$ cat src/rtl/clk_divider_bank.sv
// Bank of NCH 50%-duty clock dividers with glitch-free half-period reload.
// Optional DIVIDER_TICK_EN adds a registered pulse on each output rise.
module clk_divider_bank #(
  parameter int NCH      = 4,
  parameter int CNT_W    = 24,
  parameter int DIV_INIT = 50000,
  localparam int CH_W    = (NCH > 1) ? $clog2(NCH) : 1
) (
  input  logic             IN_clk,
  input  logic             IN_rst_n,
  input  logic [NCH-1:0]   IN_en,
  input  logic             IN_sync,
  input  logic             IN_cfg_valid,
  input  logic [CH_W-1:0]  IN_cfg_ch,
  input  logic [CNT_W-1:0] IN_cfg_half,
  output logic             OUT_cfg_ready,
  output logic [NCH-1:0]   OUT_clk,
  output logic [NCH-1:0]   OUT_tick
);

  typedef enum logic {S_IDLE, S_PEND} st_e;

  st_e              r_st     [NCH];
  st_e              w_st_nx  [NCH];
  logic [CNT_W-1:0] r_cnt    [NCH];
  logic [CNT_W-1:0] w_cnt_nx [NCH];
  logic [CNT_W-1:0] r_half   [NCH];
  logic [CNT_W-1:0] w_half_nx[NCH];
  logic [CNT_W-1:0] r_pval   [NCH];
  logic [CNT_W-1:0] w_pval_nx[NCH];
  logic [NCH-1:0]   r_clk;
  logic [NCH-1:0]   w_clk_nx;
  logic [NCH-1:0]   w_pend;
  logic [NCH-1:0]   w_wr;
  logic [NCH-1:0]   w_run;
  logic [NCH-1:0]   w_apl;
  logic             w_ch_ok;

  assign w_ch_ok = (32'(IN_cfg_ch) < 32'(NCH));

  always_comb begin
    for (int i = 0; i < NCH; i++) begin
      w_pend[i] = (r_st[i] == S_PEND);
    end
  end

  // Out-of-range channel: always ready, write silently dropped
  assign OUT_cfg_ready = w_ch_ok ? ~w_pend[IN_cfg_ch] : 1'b1;

  always_comb begin
    w_wr = '0;
    for (int i = 0; i < NCH; i++) begin
      if (IN_cfg_valid && w_ch_ok && OUT_cfg_ready &&
          (32'(IN_cfg_ch) == 32'(i)))
        w_wr[i] = 1'b1;
    end
  end

  always_comb begin
    w_clk_nx = r_clk;
    w_run    = '0;
    w_apl    = '0;
    for (int i = 0; i < NCH; i++) begin
      w_st_nx[i]   = r_st[i];
      w_cnt_nx[i]  = r_cnt[i];
      w_half_nx[i] = r_half[i];
      w_pval_nx[i] = r_pval[i];
      w_run[i]     = IN_en[i] && (r_half[i] != '0);
      if (IN_sync) begin
        w_cnt_nx[i] = '0;
        w_clk_nx[i] = 1'b0;
        w_st_nx[i]  = S_IDLE;
        if (w_wr[i])
          w_half_nx[i] = IN_cfg_half;
        else if (w_pend[i])
          w_half_nx[i] = r_pval[i];
      end else begin
        if (w_run[i]) begin
          if (r_cnt[i] == r_half[i] - CNT_W'(1)) begin
            w_cnt_nx[i] = '0;
            w_clk_nx[i] = ~r_clk[i];
            w_apl[i]    = w_pend[i];
          end else begin
            w_cnt_nx[i] = r_cnt[i] + CNT_W'(1);
          end
        end else begin
          if (r_half[i] == '0) begin
            w_cnt_nx[i] = '0;
            w_clk_nx[i] = 1'b0;
          end
          w_apl[i] = w_pend[i];
        end
        // Reload restarts the count so a smaller half never overruns
        if (w_apl[i]) begin
          w_half_nx[i] = r_pval[i];
          w_cnt_nx[i]  = '0;
          w_st_nx[i]   = S_IDLE;
        end
        if (w_wr[i]) begin
          w_pval_nx[i] = IN_cfg_half;
          w_st_nx[i]   = S_PEND;
        end
      end
    end
  end

  always_ff @(posedge IN_clk or negedge IN_rst_n) begin
    if (!IN_rst_n) begin
      r_clk <= '0;
      for (int i = 0; i < NCH; i++) begin
        r_st[i]   <= S_IDLE;
        r_cnt[i]  <= '0;
        r_half[i] <= CNT_W'(DIV_INIT);
        r_pval[i] <= '0;
      end
    end else begin
      r_clk <= w_clk_nx;
      for (int i = 0; i < NCH; i++) begin
        r_st[i]   <= w_st_nx[i];
        r_cnt[i]  <= w_cnt_nx[i];
        r_half[i] <= w_half_nx[i];
        r_pval[i] <= w_pval_nx[i];
      end
    end
  end

  assign OUT_clk = r_clk;

`ifdef DIVIDER_TICK_EN
  logic [NCH-1:0] r_tick;

  always_ff @(posedge IN_clk or negedge IN_rst_n) begin
    if (!IN_rst_n)
      r_tick <= '0;
    else
      r_tick <= w_clk_nx & ~r_clk;
  end

  assign OUT_tick = r_tick;
`else
  assign OUT_tick = '0;
`endif

endmodule

$ cat config.mk
export PLATFORM = sky130hd
export DESIGN_NAME = clk_divider_bank
export DESIGN_NICKNAME = d
export VERILOG_FILES = /design/src/rtl/clk_divider_bank.sv
export SDC_FILE = /design/constraint.sdc
export NUM_CORES = 1
export LEC_CHECK = 0
export ABC_AREA = 1
export BUFFER_PORTS_ARGS = -buffer_cell sky130_fd_sc_hd__buf_2
export CORE_UTILIZATION = 45
export DETAILED_ROUTE_END_ITERATION = 6
export SLEW_MARGIN = 20
export SYNTH_ARGS = -nofsm -noshare
export SYNTH_HDL_FRONTEND = slang
export SYNTH_SLANG_ARGS = --single-unit
$ cat constraint.sdc
create_clock -name IN_clk -period 5.95 [get_ports IN_clk]
set_input_delay 0.2975 -clock IN_clk [delete_from_list [all_inputs] [get_ports IN_clk]]
set_output_delay 0.2975 -clock IN_clk [all_outputs]
set_load 0.05 [all_outputs]
==> flow_summary.ini, run 1 <==
[floorplan]
floorplan.rows = 77
start_util_pct = 45.8
boundaryPins = 43
die_area_mm2 = 0.0459
die_w_um = 214
fp.coreArea_mm2 = 0.0443
die_height_um = 214

[routing]
num_vias = 18600
drc_errors = 0
via_per_inst = 5.16
drt_iter0_drcs = 1307
detail-route-antenna-nets = 0
routed_wl_mm = 56.8
drt_pass1_iterations = 5
wl_per_cell_um = 15.7

[clocking]
post_cts_setup_repair_buffer_count = 0
cts.sink_count = 296
clock_tree_from_tritoncts = yes
clk_latency_worst_skew_pair_ns = 0.55
cts-buffers-inserted = 36
cts_h_tree_depth = 2
root_buffer = sky130_fd_sc_hd__clkbuf_16
path_clk_slew_ns = 0.06
cts_max_path_buffers = 3

[synthesis]
synth_area_mm2 = 0.0203
synthTopCellsByArea = sky130_fd_sc_hd__dfrtp_1 34%, sky130_fd_sc_hd__nand2_1 20%, sky130_fd_sc_hd__inv_1 6.6%
proportion_of_register_bits_with_asynchronous_set_or_reset_after_synthesis_pct = 100
synth.avg_cell_area_um2 = 6.73
synth-seq-cells = 296
ys_top_cells_by_count = 1054 x sky130_fd_sc_hd__nand2_1, 355 x sky130_fd_sc_hd__inv_1, 272 x sky130_fd_sc_hd__dfrtp_1
total_of_warnings_raised_by_yosys = 0
netlist-cell-type-count = 46
post-synth-top-count-cell = sky130_fd_sc_hd__nand2_1
yosysSeqAreaShare_pct = 36.7
synth_top_area_share_pct = 33.6
synth_enable_flop_cells = 0
ys_dominant_reg_cell = sky130_fd_sc_hd__dfrtp_1
synth_top_area_cell = sky130_fd_sc_hd__dfrtp_1
synthCells = 3015

[sta]
worst_pin_slew_ns = 0.896
period_share_pct = 59.4
timing_hold_violations_final = 0
clock.fmax_mhz = 283
fin_crit_ns = 3.53
final_hold_slack_ns = 0.0278
fin_skew_ns = 0.0209
setup-violations-final = 0
timing_max_transition_violations_final = 0
setup-tns-final_ns = 0
setup_repair_after_global_routing_missed_its_margin = no
timing.max_slew.rel_slack_pct = 40.1

[worst_setup_path]
cell_with_the_largest_stage_delay_on_the_worst_path = sky130_fd_sc_hd__nand2_2
crit_fanout = 30
crit_path_max_incr_delay_ns = 0.64
worst_setup_path_end_kind = flip-flop
cp_top_family = simple AND/OR/NAND/NOR gates
most_common_cell_type_on_the_critical_path = sky130_fd_sc_hd__nand2_1
critPathKind = reg -> reg
crit_chain = inv_1, ha_1, nand2_1, nor2_4, nand2_1, nand3_1, nand2_1, nor2_1, nand3_1, nor2_2, nand3_2, nand2_2, nand2_2, nand2_1, nand2_1
cp.required_ns = 6.39
critPathBufInv = 1
setup.worst_path.start_class = flip-flop
critPathArrivalTime_ns = 3.97

[power_and_ir_drop]
finalPower_mw = 7.67
power.ir.vdd_worst_mv = 0.214
total_leakage_power_nw = 11.2
power-per-cell-area_mw_per_mm2 = 350

[status]
outcome = finished, final reports clean

[final_layout]
finalNetCount = 3030
ff_latch_area_mm2 = 0.00744
fillCellCount = 4607
layout-area-overhead-vs-synth_pct = 7.97
multi_input_comb_area_mm2 = 0.0108
fin_area_mm2 = 0.0219
layout-drive-gt1-share_pct = 6.97

[global_route]
groute.usage.overall_pct = 25.1
gr-total-overflow = 0
grt_max_degree = 136
grt_pass1_vias = 18000
number_of_antenna_violations_at_the_first_check_in_global_routing = 4
grt_pass1_wl_mm = 93.6

[placed_design]
finalWeightedCongestion = 0.920
numPortBuffers = 38
hpwl_mm = 42.6
dpl-instance-area_mm2 = 0.0207

[job]
drv.max_cap_violation_count = 0

[min_path]
holdCritPathClass = in -> reg
[through the flow]
step                setup slack (ns)  cells  util (%)
floorplan                       3.45   3018         -
global placement                2.47   3541      46.7
detailed placement              2.36   3541      46.7
CTS                             2.34   3607      49.4
global route                    1.98   3610      49.4
finish                          2.42   3610      49.4
[sequential cells by signal (all words and copies together) (netlist names)]
name     cells
r_cnt       96
r_half      96
r_pval      96
OUT_clk      4
r_st         4
[where the power goes]
group          total, mW  leakage (nW)  switching, mW  internal [mW]
Clock               2.22         0.566          0.906           1.32
Combinational       2.57          6.82           1.67          0.894
Sequential          2.88          3.77          0.428           2.45
[logic make-up (layout without fill, tap and decap cells)]
family / after synthesis / in the layout / synth area share [%]
adder cells (fa/ha/maj): 8 / 8 / 0.493
buffers and inverters: 487 / 484 / 10.0
XOR/XNOR: 163 / 163 / 7.18
other: 1 / 7 / 0.0185
AND/OR/NAND/NOR: 1811 / 1811 / 39.1
AO/OA/AOI/OAI: 249 / 249 / 6.56
flip-flops: 296 / 296 / 36.7
[layer usage]
metal  vias up  part of all wire, %  global-route usage, %
met5         -                    0                      0
met2       368                   46                   41.0
li1       9481                    -                      -
met1      8696                   47                   33.8
met4         0                  3.3                   9.74
met3        95                  3.7                   3.05
[worst paths after layout]
kind	from	to	slack (ns)	cells past startpoint
max	r_half[48]	r_half[68]	2.42	15
min	IN_cfg_half[14]	r_pval[86]	0.03	3
max reg2reg	r_half[48]	r_half[68]	2.42	15
min reg2reg	r_pval[18]	r_pval[18]	0.48	2
max in group asynchronous	IN_rst_n	r_cnt[64]	4.21	3
min in group asynchronous	IN_rst_n	r_cnt[75]	0.32	2
[cell type report]
cell class / count / share of cell area (%)
multi-input cells: 2235 / 49.5
flip-flops and latches: 296 / 34.0
inverters: 365 / 6.26
clock buffers: 51 / 4.60
well taps: 592 / 3.38
repair buffers: 54 / 1.53
clock inverters: 14 / 0.731
diodes: 3 / 0.0343
[tightest hold or removal path, stage by stage]
cell and delay, ns:
sky130_fd_sc_hd__buf_2 0.13, sky130_fd_sc_hd__nand2_1 0.05, sky130_fd_sc_hd__o21ai_0 0.06
[repair_timing]
| item | in CTS | in global routing |
|---|---|---|
| resized for setup | 0 | 0 |
| hold buffers | 1 | 0 |
| endpoints found under the hold margin | 89 | 0 |
| endpoints found under the setup margin | 0 | 0 |
[cell usage in the layout, fill, tap and decap left out, types with 8 or more instances in the layout]
| master | Yosys | final |
|---|---|---|
| sky130_fd_sc_hd__a21oi_1 | 9 | 9 |
| sky130_fd_sc_hd__nand4_1 | 129 | 129 |
| sky130_fd_sc_hd__o21ai_0 | 204 | 204 |
| sky130_fd_sc_hd__nor3_1 | 42 | 42 |
| sky130_fd_sc_hd__buf_4 | 16 | 14 |
| sky130_fd_sc_hd__nor2_4 | 13 | 13 |
| sky130_fd_sc_hd__xor2_1 | 110 | 110 |
| sky130_fd_sc_hd__dfstp_2 | 24 | 24 |
| sky130_fd_sc_hd__buf_2 | 27 | 37 |
| sky130_fd_sc_hd__nand3_2 | 9 | 9 |
| sky130_fd_sc_hd__ha_1 | 8 | 8 |
| sky130_fd_sc_hd__nor2_1 | 238 | 233 |
| sky130_fd_sc_hd__clkbuf_1 | 61 | 11 |
| sky130_fd_sc_hd__nand3b_1 | 15 | 15 |
| sky130_fd_sc_hd__nand2_2 | 10 | 10 |
| sky130_fd_sc_hd__nand2_1 | 1054 | 1054 |
| sky130_fd_sc_hd__inv_1 | 355 | 354 |
| sky130_fd_sc_hd__xnor2_1 | 50 | 50 |
| sky130_fd_sc_hd__clkbuf_16 | 0 | 37 |
| sky130_fd_sc_hd__dfrtp_1 | 272 | 272 |
| sky130_fd_sc_hd__nand3_1 | 243 | 243 |
| sky130_fd_sc_hd__nor4_1 | 21 | 21 |
| sky130_fd_sc_hd__nor2_2 | 20 | 25 |
| sky130_fd_sc_hd__o21a_1 | 24 | 24 |
(Power assumes the default switching activity.)
==> run 2, diff against run 1 <==
Clock period 5.95 ns to 3.5 ns, I/O delays scaled along.
==> flow_summary.ini, run 2 (synthesized netlist as in run 1, its figures left out) <==
[status]
outcome = finished, final reports clean

[floorplan]
floorplan.rows = 77
die_w_um = 214
die_height_um = 214
boundaryPins = 43
start_util_pct = 45.8
die_area_mm2 = 0.0459
fp.coreArea_mm2 = 0.0443

[min_path]
holdCritPathClass = in -> reg
worstHoldPathCells = 5
worst_hold_path.endpoint = OUT_clk[2]
hold_path_startpoint = IN_en[2]

[clocking]
cts-resized-gates = 0
path_clk_slew_ns = 0.06
cts.sink_count = 296
post_cts_setup_repair_buffer_count = 0
clock_tree_from_tritoncts = yes
post_cts_hold_buffer_count = 25
cts-buffers-inserted = 35
root_buffer = sky130_fd_sc_hd__clkbuf_16
cts_max_path_buffers = 3
cts_h_tree_depth = 2
clk_latency_worst_skew_pair_ns = 0.55

[worst_setup_path]
worst_setup_path_end_kind = flip-flop
critical_path.reg2reg.endpoint = r_half[83]
regToRegStartpoint = r_half[72]
critPathArrivalTime_ns = 3.32
crit_fanout = 36
cell_with_the_largest_stage_delay_on_the_worst_path = sky130_fd_sc_hd__dfrtp_1
setup.worst_path.start_class = flip-flop
timing.reg2reg.setup_slack_ns = 0.61
r2r_cells = 14
cp.required_ns = 3.93
critPathKind = reg -> reg
most_common_cell_type_on_the_critical_path = sky130_fd_sc_hd__nand2_1
crit_chain = inv_1, ha_1, nand2_1, nor2_8, nand3_2, nor2_1, xor2_1, nand2_1, nor2_1, nand3_2, nand2_4, nand2_4, nand2_1, nand2_1
crit_path_max_incr_delay_ns = 0.39

[final_layout]
ff_latch_area_mm2 = 0.00744
multi_input_comb_area_mm2 = 0.0108
biggestRegsByFlops = r_cnt (96), r_half (96), r_pval (96)
layout.cells.most_common = sky130_fd_sc_hd__nand2_1
layout_common_cells = 1054 x sky130_fd_sc_hd__nand2_1, 354 x sky130_fd_sc_hd__inv_1, 272 x sky130_fd_sc_hd__dfrtp_1, 243 x sky130_fd_sc_hd__nand3_1, 233 x sky130_fd_sc_hd__nor2_1
layout-area-overhead-vs-synth_pct = 9.77
finalNetCount = 3065
fillCellCount = 4502
layout-drive-gt1-share_pct = 7.32

[sta]
fin_skew_ns = 0.0151
setup_repair_after_global_routing_missed_its_margin = no
period_share_pct = 82.5
worst_pin_slew_ns = 0.755
clock.fmax_mhz = 346
timing_max_transition_violations_final = 0
fin_crit_ns = 2.89
setup-tns-final_ns = 0
timing.max_slew.rel_slack_pct = 49.6
setup-violations-final = 0
timing_hold_violations_final = 0
setup_ws_ns = 0.612

[placed_design]
detailedPlace.worstSlack_ns = 0.619
numPortBuffers = 38
finalWeightedCongestion = 0.926
hpwl_mm = 43.3

[global_route]
grt_pass1_vias = 17900
groute.usage.overall_pct = 25.6
number_of_antenna_violations_at_the_first_check_in_global_routing = 3
grt_max_degree = 92
gr-total-overflow = 0
grt_pass1_wl_mm = 95.0

[power_and_ir_drop]
power.ir.vdd_worst_mv = 0.346
share_comb_of_total_power_pct = 33.6
sw_frac_of_total_pct = 39.0
power_frac_seq_pct = 37.5
power-per-cell-area_mw_per_mm2 = 589
total_leakage_power_nw = 11.3
clockPowerShare_pct = 28.9
switching_power_mw = 5.11
internal_power_mw = 8.00

[routing]
drt_iter0_drcs = 1365
via_per_inst = 5.16
wl_per_cell_um = 15.9
detail-route-antenna-nets = 0
num_vias = 18800
drc_errors = 0
routed_wl_mm = 58.1
drt_pass1_iterations = 6

[job]
drv.max_cap_violation_count = 0
[run 2: worst max path at each step]
stage,slack (ns),from,to
finish,0.61,r_half[72],r_half[83]
global route,0.24,r_half[48],r_half[67]
CTS,0.60,r_half[72],r_half[90]
detailed placement,0.62,r_half[72],r_half[90]
global placement,0.67,r_half[48],r_half[48]
floorplan,1.0,r_st[0],r_half[64]
[run 2: layer usage]
layer	GRT usage (%)	vias up	routed length (µm)
li1	-	9540	-
met1	34.7	8711	26700
met2	41.7	428	26800
met3	2.87	111	2670
met4	10.2	0	1930
met5	0	-	0
[run 2: area by class of cell]
class	instances	share of cell area (%)
timing repair buffer	90	3.05
clock buffer	54	4.89
antenna	3	0.0337
multi-input combinational	2235	48.7
inverter	365	6.16
tap	592	3.33
sequential	296	33.4
clock inverter	8	0.421
[run 2: through the flow]
| step | std cells | area (µm²) | power, mW | hold slack [ns] | utilization [%] |
|---|---|---|---|---|---|
| after CTS | 3640 | 22300 | 13.2 | 0.0203 | 50.2 |
| after global routing | 3643 | 22300 | 14.2 | 0.0708 | 50.2 |
| after global placement | 3553 | 20800 | 9.24 | 0.226 | 47.0 |
| after floorplan | 3018 | 20300 | 8.17 | -0.121 | - |
| final | 3643 | 22300 | 13.1 | 0.0465 | 50.2 |
| after detailed placement | 3553 | 20800 | 9.33 | 0.226 | 47.0 |
[run 2: critical path: cells and delay by family, from the launching register on]
kind / cells / cell delay (ns)
simple gates: 11 / 1.85
flops: 1 / 0.39
fa+ha+maj: 1 / 0.22
xor+xnor: 1 / 0.20
buf+inv: 1 / 0.10
[run 2: power groups by stage]
stage          logic, mW  clock network (mW)  registers [mW]
2_1_floorplan       3.46                   0            4.71
3_3_place_gp        4.30                   0            4.94
3_5_place_dp        4.37                   0            4.96
4_1_cts             4.42                3.90            4.91
5_1_grt             5.10                4.03            5.02
6_report            4.41                3.78            4.92
